[src/rtl/mem_write_buffer_if.sv]
// rtl/mem_write_buffer_if.sv - cache-side and memory-side bus bundle for mem_write_buffer
// slave is the buffer's view; master is the cache + memory environment driving it.
interface mem_write_buffer_if #(
  parameter int ADDR_WIDTH = 32,
  parameter int BLOCK_BITS = 256,
  parameter int DEPTH      = 4
);
  logic                    c_req;
  logic                    c_rw;
  logic [ADDR_WIDTH-1:0]   c_addr;
  logic [BLOCK_BITS-1:0]   c_wdata;
  logic                    c_ready;
  logic                    c_resp;
  logic [BLOCK_BITS-1:0]   c_rdata;

  logic                    mem_req;
  logic                    mem_rw;
  logic [ADDR_WIDTH-1:0]   mem_addr;
  logic [BLOCK_BITS-1:0]   mem_wdata;
  logic                    mem_ready;
  logic                    mem_resp;
  logic [BLOCK_BITS-1:0]   mem_rdata;

  logic [$clog2(DEPTH):0]  buf_count;
  logic                    buf_empty;

  modport slave (
    input  c_req, c_rw, c_addr, c_wdata, mem_ready, mem_resp, mem_rdata,
    output c_ready, c_resp, c_rdata, mem_req, mem_rw, mem_addr, mem_wdata,
           buf_count, buf_empty
  );

  modport master (
    output c_req, c_rw, c_addr, c_wdata, mem_ready, mem_resp, mem_rdata,
    input  c_ready, c_resp, c_rdata, mem_req, mem_rw, mem_addr, mem_wdata,
           buf_count, buf_empty
  );
endinterface

[src/rtl/mem_write_buffer.sv]
// rtl/mem_write_buffer.sv - coalescing writeback buffer between a block cache and main memory
// Reads hit buffered blocks first; buffered blocks drain in FIFO order whenever the cache is quiet.
module mem_write_buffer #(
  parameter int ADDR_WIDTH = 32,
  parameter int BLOCK_BITS = 256,
  parameter int DEPTH      = 4
) (
  input logic               clk,
  input logic               rst_n,
  mem_write_buffer_if.slave bus
);
  localparam int PW = $clog2(DEPTH);
  localparam int CW = PW + 1;
  localparam int TW = ADDR_WIDTH - 5;

  typedef enum logic [1:0] {S_IDLE, S_RD_WAIT, S_WR_WAIT} state_t;

  state_t                state_q, state_d;
  logic [DEPTH-1:0]      valid_q, valid_d;
  logic [TW-1:0]         tag_q  [DEPTH];
  logic [TW-1:0]         tag_d  [DEPTH];
  logic [BLOCK_BITS-1:0] data_q [DEPTH];
  logic [BLOCK_BITS-1:0] data_d [DEPTH];
  logic [PW-1:0]         head_q, head_d, tail_q, tail_d;
  logic [CW-1:0]         count_q, count_d;
  logic                  rd_pend_q, rd_pend_d;
  logic                  mem_req_q, mem_req_d, mem_rw_q, mem_rw_d;
  logic [ADDR_WIDTH-1:0] mem_addr_q, mem_addr_d;
  logic [BLOCK_BITS-1:0] mem_wdata_q, mem_wdata_d;
  logic                  c_resp_q, c_resp_d;
  logic [BLOCK_BITS-1:0] c_rdata_q, c_rdata_d;

  logic [TW-1:0]         req_tag;
  logic                  c_ready, accept, hit;
  logic [PW-1:0]         hit_idx;
  logic                  unused_offset;

  assign req_tag       = bus.c_addr[ADDR_WIDTH-1:5];
  assign unused_offset = ^bus.c_addr[4:0];
  assign c_ready       = (state_q == S_IDLE) && (count_q < CW'(DEPTH));
  assign accept        = bus.c_req && c_ready;

  // Coalescing keeps every tag unique, so at most one entry can match.
  always_comb begin
    hit     = 1'b0;
    hit_idx = '0;
    for (int i = 0; i < DEPTH; i++) begin
      if (valid_q[i] && (tag_q[i] == req_tag)) begin
        hit     = 1'b1;
        hit_idx = PW'(i);
      end
    end
  end

  always_comb begin
    state_d     = state_q;
    valid_d     = valid_q;
    tag_d       = tag_q;
    data_d      = data_q;
    head_d      = head_q;
    tail_d      = tail_q;
    count_d     = count_q;
    rd_pend_d   = rd_pend_q;
    mem_req_d   = 1'b0;
    mem_rw_d    = mem_rw_q;
    mem_addr_d  = mem_addr_q;
    mem_wdata_d = mem_wdata_q;
    c_resp_d    = 1'b0;
    c_rdata_d   = c_rdata_q;
    unique case (state_q)
      S_IDLE: begin
        if (accept && bus.c_rw) begin
          c_resp_d = 1'b1;
          if (hit) begin
            data_d[hit_idx] = bus.c_wdata;
          end else begin
            valid_d[tail_q] = 1'b1;
            tag_d[tail_q]   = req_tag;
            data_d[tail_q]  = bus.c_wdata;
            tail_d          = tail_q + PW'(1);
            count_d         = count_q + CW'(1);
          end
        end else if (accept && hit) begin
          c_rdata_d = data_q[hit_idx];
          c_resp_d  = 1'b1;
        end else if (accept) begin
          // A refill accepted while memory is busy waits in S_RD_WAIT until mem_ready.
          mem_rw_d   = 1'b0;
          mem_addr_d = {req_tag, 5'b0};
          mem_req_d  = bus.mem_ready;
          rd_pend_d  = !bus.mem_ready;
          state_d    = S_RD_WAIT;
        end else if ((count_q != '0) && bus.mem_ready) begin
          mem_req_d   = 1'b1;
          mem_rw_d    = 1'b1;
          mem_addr_d  = {tag_q[head_q], 5'b0};
          mem_wdata_d = data_q[head_q];
          state_d     = S_WR_WAIT;
        end
      end
      S_RD_WAIT: begin
        if (rd_pend_q) begin
          if (bus.mem_ready) begin
            mem_req_d = 1'b1;
            rd_pend_d = 1'b0;
          end
        end else if (bus.mem_resp) begin
          c_rdata_d = bus.mem_rdata;
          c_resp_d  = 1'b1;
          state_d   = S_IDLE;
        end
      end
      S_WR_WAIT: begin
        if (bus.mem_resp) begin
          valid_d[head_q] = 1'b0;
          head_d          = head_q + PW'(1);
          count_d         = count_q - CW'(1);
          state_d         = S_IDLE;
        end
      end
      default: state_d = S_IDLE;
    endcase
  end

  always_ff @(posedge clk or negedge rst_n) begin
    if (!rst_n) begin
      state_q     <= S_IDLE;
      valid_q     <= '0;
      tag_q       <= '{default: '0};
      data_q      <= '{default: '0};
      head_q      <= '0;
      tail_q      <= '0;
      count_q     <= '0;
      rd_pend_q   <= 1'b0;
      mem_req_q   <= 1'b0;
      mem_rw_q    <= 1'b0;
      mem_addr_q  <= '0;
      mem_wdata_q <= '0;
      c_resp_q    <= 1'b0;
      c_rdata_q   <= '0;
    end else begin
      state_q     <= state_d;
      valid_q     <= valid_d;
      tag_q       <= tag_d;
      data_q      <= data_d;
      head_q      <= head_d;
      tail_q      <= tail_d;
      count_q     <= count_d;
      rd_pend_q   <= rd_pend_d;
      mem_req_q   <= mem_req_d;
      mem_rw_q    <= mem_rw_d;
      mem_addr_q  <= mem_addr_d;
      mem_wdata_q <= mem_wdata_d;
      c_resp_q    <= c_resp_d;
      c_rdata_q   <= c_rdata_d;
    end
  end

  assign bus.c_ready   = c_ready;
  assign bus.c_resp    = c_resp_q;
  assign bus.c_rdata   = c_rdata_q;
  assign bus.mem_req   = mem_req_q;
  assign bus.mem_rw    = mem_rw_q;
  assign bus.mem_addr  = mem_addr_q;
  assign bus.mem_wdata = mem_wdata_q;
  assign bus.buf_count = count_q;
  assign bus.buf_empty = (count_q == '0);
endmodule

[src/flat_wrapper.sv]
// flat-port wrapper written by rule: the top's interface ports become plain ports
module mem_write_buffer_flat 
#(
  parameter int ADDR_WIDTH = 32,
  parameter int BLOCK_BITS = 256,
  parameter int DEPTH      = 4
)
  (clk, rst_n, bus_c_req, bus_c_rw, bus_c_addr, bus_c_wdata, bus_mem_ready, bus_mem_resp, bus_mem_rdata, bus_c_ready, bus_c_resp, bus_c_rdata, bus_mem_req, bus_mem_rw, bus_mem_addr, bus_mem_wdata, bus_buf_count, bus_buf_empty);
  mem_write_buffer_if #(.ADDR_WIDTH(ADDR_WIDTH), .BLOCK_BITS(BLOCK_BITS), .DEPTH(DEPTH)) bus_i ();
  input logic clk;
  input logic rst_n;
  input wire logic [$bits(bus_i.c_req)-1:0] bus_c_req;
  input wire logic [$bits(bus_i.c_rw)-1:0] bus_c_rw;
  input wire logic [$bits(bus_i.c_addr)-1:0] bus_c_addr;
  input wire logic [$bits(bus_i.c_wdata)-1:0] bus_c_wdata;
  input wire logic [$bits(bus_i.mem_ready)-1:0] bus_mem_ready;
  input wire logic [$bits(bus_i.mem_resp)-1:0] bus_mem_resp;
  input wire logic [$bits(bus_i.mem_rdata)-1:0] bus_mem_rdata;
  output wire logic [$bits(bus_i.c_ready)-1:0] bus_c_ready;
  output wire logic [$bits(bus_i.c_resp)-1:0] bus_c_resp;
  output wire logic [$bits(bus_i.c_rdata)-1:0] bus_c_rdata;
  output wire logic [$bits(bus_i.mem_req)-1:0] bus_mem_req;
  output wire logic [$bits(bus_i.mem_rw)-1:0] bus_mem_rw;
  output wire logic [$bits(bus_i.mem_addr)-1:0] bus_mem_addr;
  output wire logic [$bits(bus_i.mem_wdata)-1:0] bus_mem_wdata;
  output wire logic [$bits(bus_i.buf_count)-1:0] bus_buf_count;
  output wire logic [$bits(bus_i.buf_empty)-1:0] bus_buf_empty;
  assign bus_i.c_req = bus_c_req;
  assign bus_i.c_rw = bus_c_rw;
  assign bus_i.c_addr = bus_c_addr;
  assign bus_i.c_wdata = bus_c_wdata;
  assign bus_i.mem_ready = bus_mem_ready;
  assign bus_i.mem_resp = bus_mem_resp;
  assign bus_i.mem_rdata = bus_mem_rdata;
  assign bus_c_ready = bus_i.c_ready;
  assign bus_c_resp = bus_i.c_resp;
  assign bus_c_rdata = bus_i.c_rdata;
  assign bus_mem_req = bus_i.mem_req;
  assign bus_mem_rw = bus_i.mem_rw;
  assign bus_mem_addr = bus_i.mem_addr;
  assign bus_mem_wdata = bus_i.mem_wdata;
  assign bus_buf_count = bus_i.buf_count;
  assign bus_buf_empty = bus_i.buf_empty;
  mem_write_buffer #(.ADDR_WIDTH(ADDR_WIDTH), .BLOCK_BITS(BLOCK_BITS), .DEPTH(DEPTH)) u_core (.clk(clk), .rst_n(rst_n), .bus(bus_i));
endmodule
[config.mk]
export PLATFORM = sky130hd
export DESIGN_NAME = mem_write_buffer_flat
export DESIGN_NICKNAME = d
export VERILOG_FILES = /design/src/rtl/mem_write_buffer_if.sv /design/src/rtl/mem_write_buffer.sv /design/src/flat_wrapper.sv
export SDC_FILE = /design/constraint.sdc
export NUM_CORES = 2
export LEC_CHECK = 0
export CAP_MARGIN = 20
export CORE_AREA = 4 4 431 433
export CTS_CLUSTER_SIZE = 25
export DETAILED_ROUTE_END_ITERATION = 8
export DIE_AREA = 0 0 435 437
export DONT_BUFFER_PORTS = 1
export PLACE_DENSITY = 0.65
export REMOVE_ABC_BUFFERS = 1
export SYNTH_ARGS = -nofsm -noshare
export SYNTH_HDL_FRONTEND = slang
export SYNTH_SLANG_ARGS = --single-unit
[constraint.sdc]
create_clock -name clk -period 4 [get_ports clk]
set_clock_uncertainty 0.05 [all_clocks]
set_input_delay 1.2 -clock clk [delete_from_list [all_inputs] [get_ports clk]]
set_output_delay 1.2 -clock clk [all_outputs]
set_load 0.05 [all_outputs]
==> impl_results.md <==
- RSZ-0062 raised after global routing: false
- Area leader, netlist: dfrtp_1
- Status: completed
- CP Buf/Inv Count: 5
- Fraction of layout cells with a size suffix above 1: 39.15%
- CTS tree: built
- GRT Resource Usage Total: 29.38%
- Layout net count: 6739
- DP Cell Count: 8377
- CP max FO: 175
- Port Buffers: 0
- Tightest Pin Transition: 1.283 ns
- First-pass GRT wire length: 421100 µm
- MaxCap Viol Count: 0
- H-Tree Depth: 4
- Cell Count, Final, Fillers Out: 8756
- Yosys top cell area share: 50.69%
- Synth Area in XOR/XNOR: 1.177%
- Asr flop ratio synth: 100.0%
- Later-pin clock latency in the skew report: 0.86 ns
- Post-CTS Setup Inserts: 0
- WL/cell: 32.98 µm
- P&R area growth vs syn: 13.82%
- Post-synthesis cell count: 6204
- Largest family of logic cells by synthesized area: multiplexers
- Ys flop type: dfrtp_1
- Seq/Total Area, Yosys: 50.69%
- Hold Path Class: primary input to async pin
- RR Startpoint: u_core.tag_q[38]
- Core area: 182100 µm²
- Fin crit share: 90.40%
- Root Buffer: clkbuf_16
- Clk buf depth: 3
- Final setup viols: 0
- Adder-cell share of the synthesized area: 0.1892%
- DRT antenna net count: 0
- Final Max Tran Viols: 0
- Filler cells: 15187
- CP Class: primary input to async pin
- Largest cells by area after synthesis: dfrtp_1 51%, mux2_2 20%, mux4_2 7.6%, o2111ai_1 2.7%, a311oi_1 2.4%
- Max stage delay on crit path: 0.64 ns
- Critical Path AT: 4.44 ns
- Die footprint: 190100 µm²
- Seq cells post-synth: 1688
- Synth Area in Compound Gates: 8.728%
- DRT iter0 DRCs: 6286
- Top-Level Pins: 1102
- LEAKAGE: 40.44 nW
- Routability Congestion: 0.8844
- Router iterations before antenna repair: 6
- Site Rows: 157
- R2R depth: 10
- Vias in the first global route: 59392
- Crit-path cells: buf_16 -> buf_16 -> buf_16 -> buf_16 -> buf_16
- Die H: 437 µm
- Clk slew on worst S/H paths: 0.06 ns
- Final WL: 288700 µm
- Post-synthesis cell area: 83330 µm²
- Maximum VDD drop: 0.5363 mV
- Most used cell along the critical path: buf_16
- Remaining DRCs: 0
- Avg Cell Area, Syn: 13.43 µm²
- Initial antenna violation count: 56
- Critical Path Sink Type: async pin
- Clock sink count: 1688
- Commonest cells post-synth: 1688 x dfrtp_1, 1467 x mux2_2, 394 x clkbuf_1, 283 x mux4_2, 260 x nand3_1
- R2R Path End: u_core.bus.c_rdata[0]
- Post-layout minimum cycle time: 3.616 ns
- Worst Setup Start Kind: primary input
- Dpl hpwl: 193800 µm
- F_max: 0.2766 GHz
- Largest net degree at the start of global routing: 275
- Most used standard cell by instance count after synthesis: dfrtp_1
- Rel. slew slack: 14.45%
- PwrDens: 904.6 nW/µm²
- Die W: 435 µm
- Multiplexer share of the synthesized area: 29.90%
- Crit path max-delay family: buffers and inverters
- Vias per inst: 6.726
- GRT Residual Overflow: 0
- Slowest CP cell: buf_16
- Post-synth cell types: 61
- Simple-Gate Fraction of Synth Area: 5.637%
- Hold Violations, Final: 0
- Utilization after layout: 52.09%
- EDFF count, synth: 0
- WP data required: 4.82 ns
- R2R Setup Slk: 0.67 ns
- Initial Util: 45.76%
- Total number of vias: 58895
- CTS Buf Count: 179
- Synth Warn #: 0
-- per-layer routing --
layer / vias up / track usage, % / part of all wire (%)
met5: - / 0 / 0.019
met4: 8 / 17.65 / 6.5
met3: 759 / 7.542 / 8.9
met2: 3291 / 45.95 / 47
met1: 31045 / 36.87 / 37
li1: 23792 / - / -
-- how the worst max path moves through the flow --
stage                                     to  depth (start not counted)           start
finish                    u_core.data_q[820]                          5           rst_n
global route        u_core.bus.mem_wdata[93]                          5           rst_n
CTS                       u_core.data_q[826]                          4           rst_n
detailed placement        u_core.data_q[861]                          4           rst_n
global placement    u_core.bus.mem_wdata[58]                          4           rst_n
floorplan                   u_core.data_q[0]                          6  bus_c_addr[23]
-- power by group --
part	switching (mW)	total [mW]	internal [mW]
clock	7.26	17.1	9.87
sequential	16.1	41.0	24.9
combinational	12.0	27.7	15.6
total	35.4	85.8	50.4
-- stage by stage --
step           power [mW]  worst slack [ns]  hold WS [ns]  instance area [µm²]  TNS (ns)
2_1_floorplan       56.83            -27.93        0.4408                80510         -
3_3_place_gp        67.60           -0.7321        0.4544                88590   -250.87
3_5_place_dp        68.66           -0.7538        0.4621                88600   -267.62
4_1_cts             85.85            0.1731        0.1348                94630         0
5_1_grt             89.25           0.03983        0.1649                94820         0
6_report            85.80            0.3841        0.1754                94850         0
-- sequential cells by signal (all words and copies together) (netlist names) --
| name | count |
|---|---|
| u_core.bus.c_rdata | 256 |
| u_core.tail_q | 2 |
| u_core.state_q | 2 |
| u_core.bus.mem_addr | 27 |
| u_core.bus.mem_rw | 1 |
| u_core.head_q | 2 |
| u_core.tag_q | 108 |
| u_core.bus.mem_wdata | 256 |
| u_core.data_q | 1024 |
| u_core.bus.c_resp | 1 |
| u_core.rd_pend_q | 1 |
| u_core.valid_q | 4 |
| u_core.bus.mem_req | 1 |
| u_core.bus.buf_count | 3 |
-- what timing repair did --
item                                   in CTS  in global routing
endpoints found under the hold margin      69                  0
hold buffers                                1                  0
resized for setup                           0                  0
setup endpoints to repair                   0                  0
-- layout by cell type, fill, tap and decap left out, types with 4 or more instances in the layout --
master / synthesis / routed
diode_2: 0 / 54
a31oi_1: 29 / 29
o21ai_0: 29 / 29
and2_1: 197 / 197
xor2_1: 49 / 49
inv_6: 0 / 4
clkbuf_8: 0 / 40
clkinvlp_4: 0 / 6
a211o_1: 197 / 196
clkbuf_16: 0 / 181
a311oi_1: 232 / 232
buf_16: 0 / 12
clkinv_2: 0 / 27
nor3_1: 258 / 257
buf_4: 11 / 273
nor2_1: 5 / 5
nor2b_1: 4 / 4
xnor2_1: 63 / 63
nand3_1: 260 / 257
inv_1: 62 / 62
clkinv_8: 0 / 4
nand4_1: 18 / 18
mux2_1: 159 / 159
o41ai_1: 23 / 23
ha_1: 11 / 10
mux4_2: 283 / 283
buf_12: 0 / 134
nor4_1: 15 / 13
mux2i_1: 23 / 23
nand2_1: 138 / 138
dfrtp_1: 1688 / 1686
bufinv_16: 0 / 12
o2111ai_1: 255 / 255
mux2_2: 1467 / 1467
a221o_1: 36 / 36
conb_1: 1 / 5
clkbuf_1: 394 / 42
a21oi_1: 30 / 30
-- cell families (layout without fill, tap and decap cells) --
kind of cell | Yosys count | count (layout)
AND/OR/NAND/NOR | 909 | 909
buffers and inverters | 694 | 803
flip-flops | 1688 | 1688
adder cells (fa/ha/maj) | 12 | 12
AO/OA/AOI/OAI | 856 | 856
XOR/XNOR | 112 | 112
multiplexers | 1932 | 1932
other | 1 | 59
-- area by class of cell --
class | instances | area [µm²] | share of cell area [%]
multi-input combinational | 3826 | 38180 | 40.25
clock inverter | 58 | 770.7 | 0.8126
clock buffer | 263 | 5238 | 5.522
sequential | 1688 | 42250 | 44.54
antenna | 54 | 135.1 | 0.1425
timing repair buffer | 420 | 5067 | 5.342
tap | 2385 | 2984 | 3.146
inverter | 62 | 232.7 | 0.2454
Note: power is estimated with default switching activity, not from simulation.
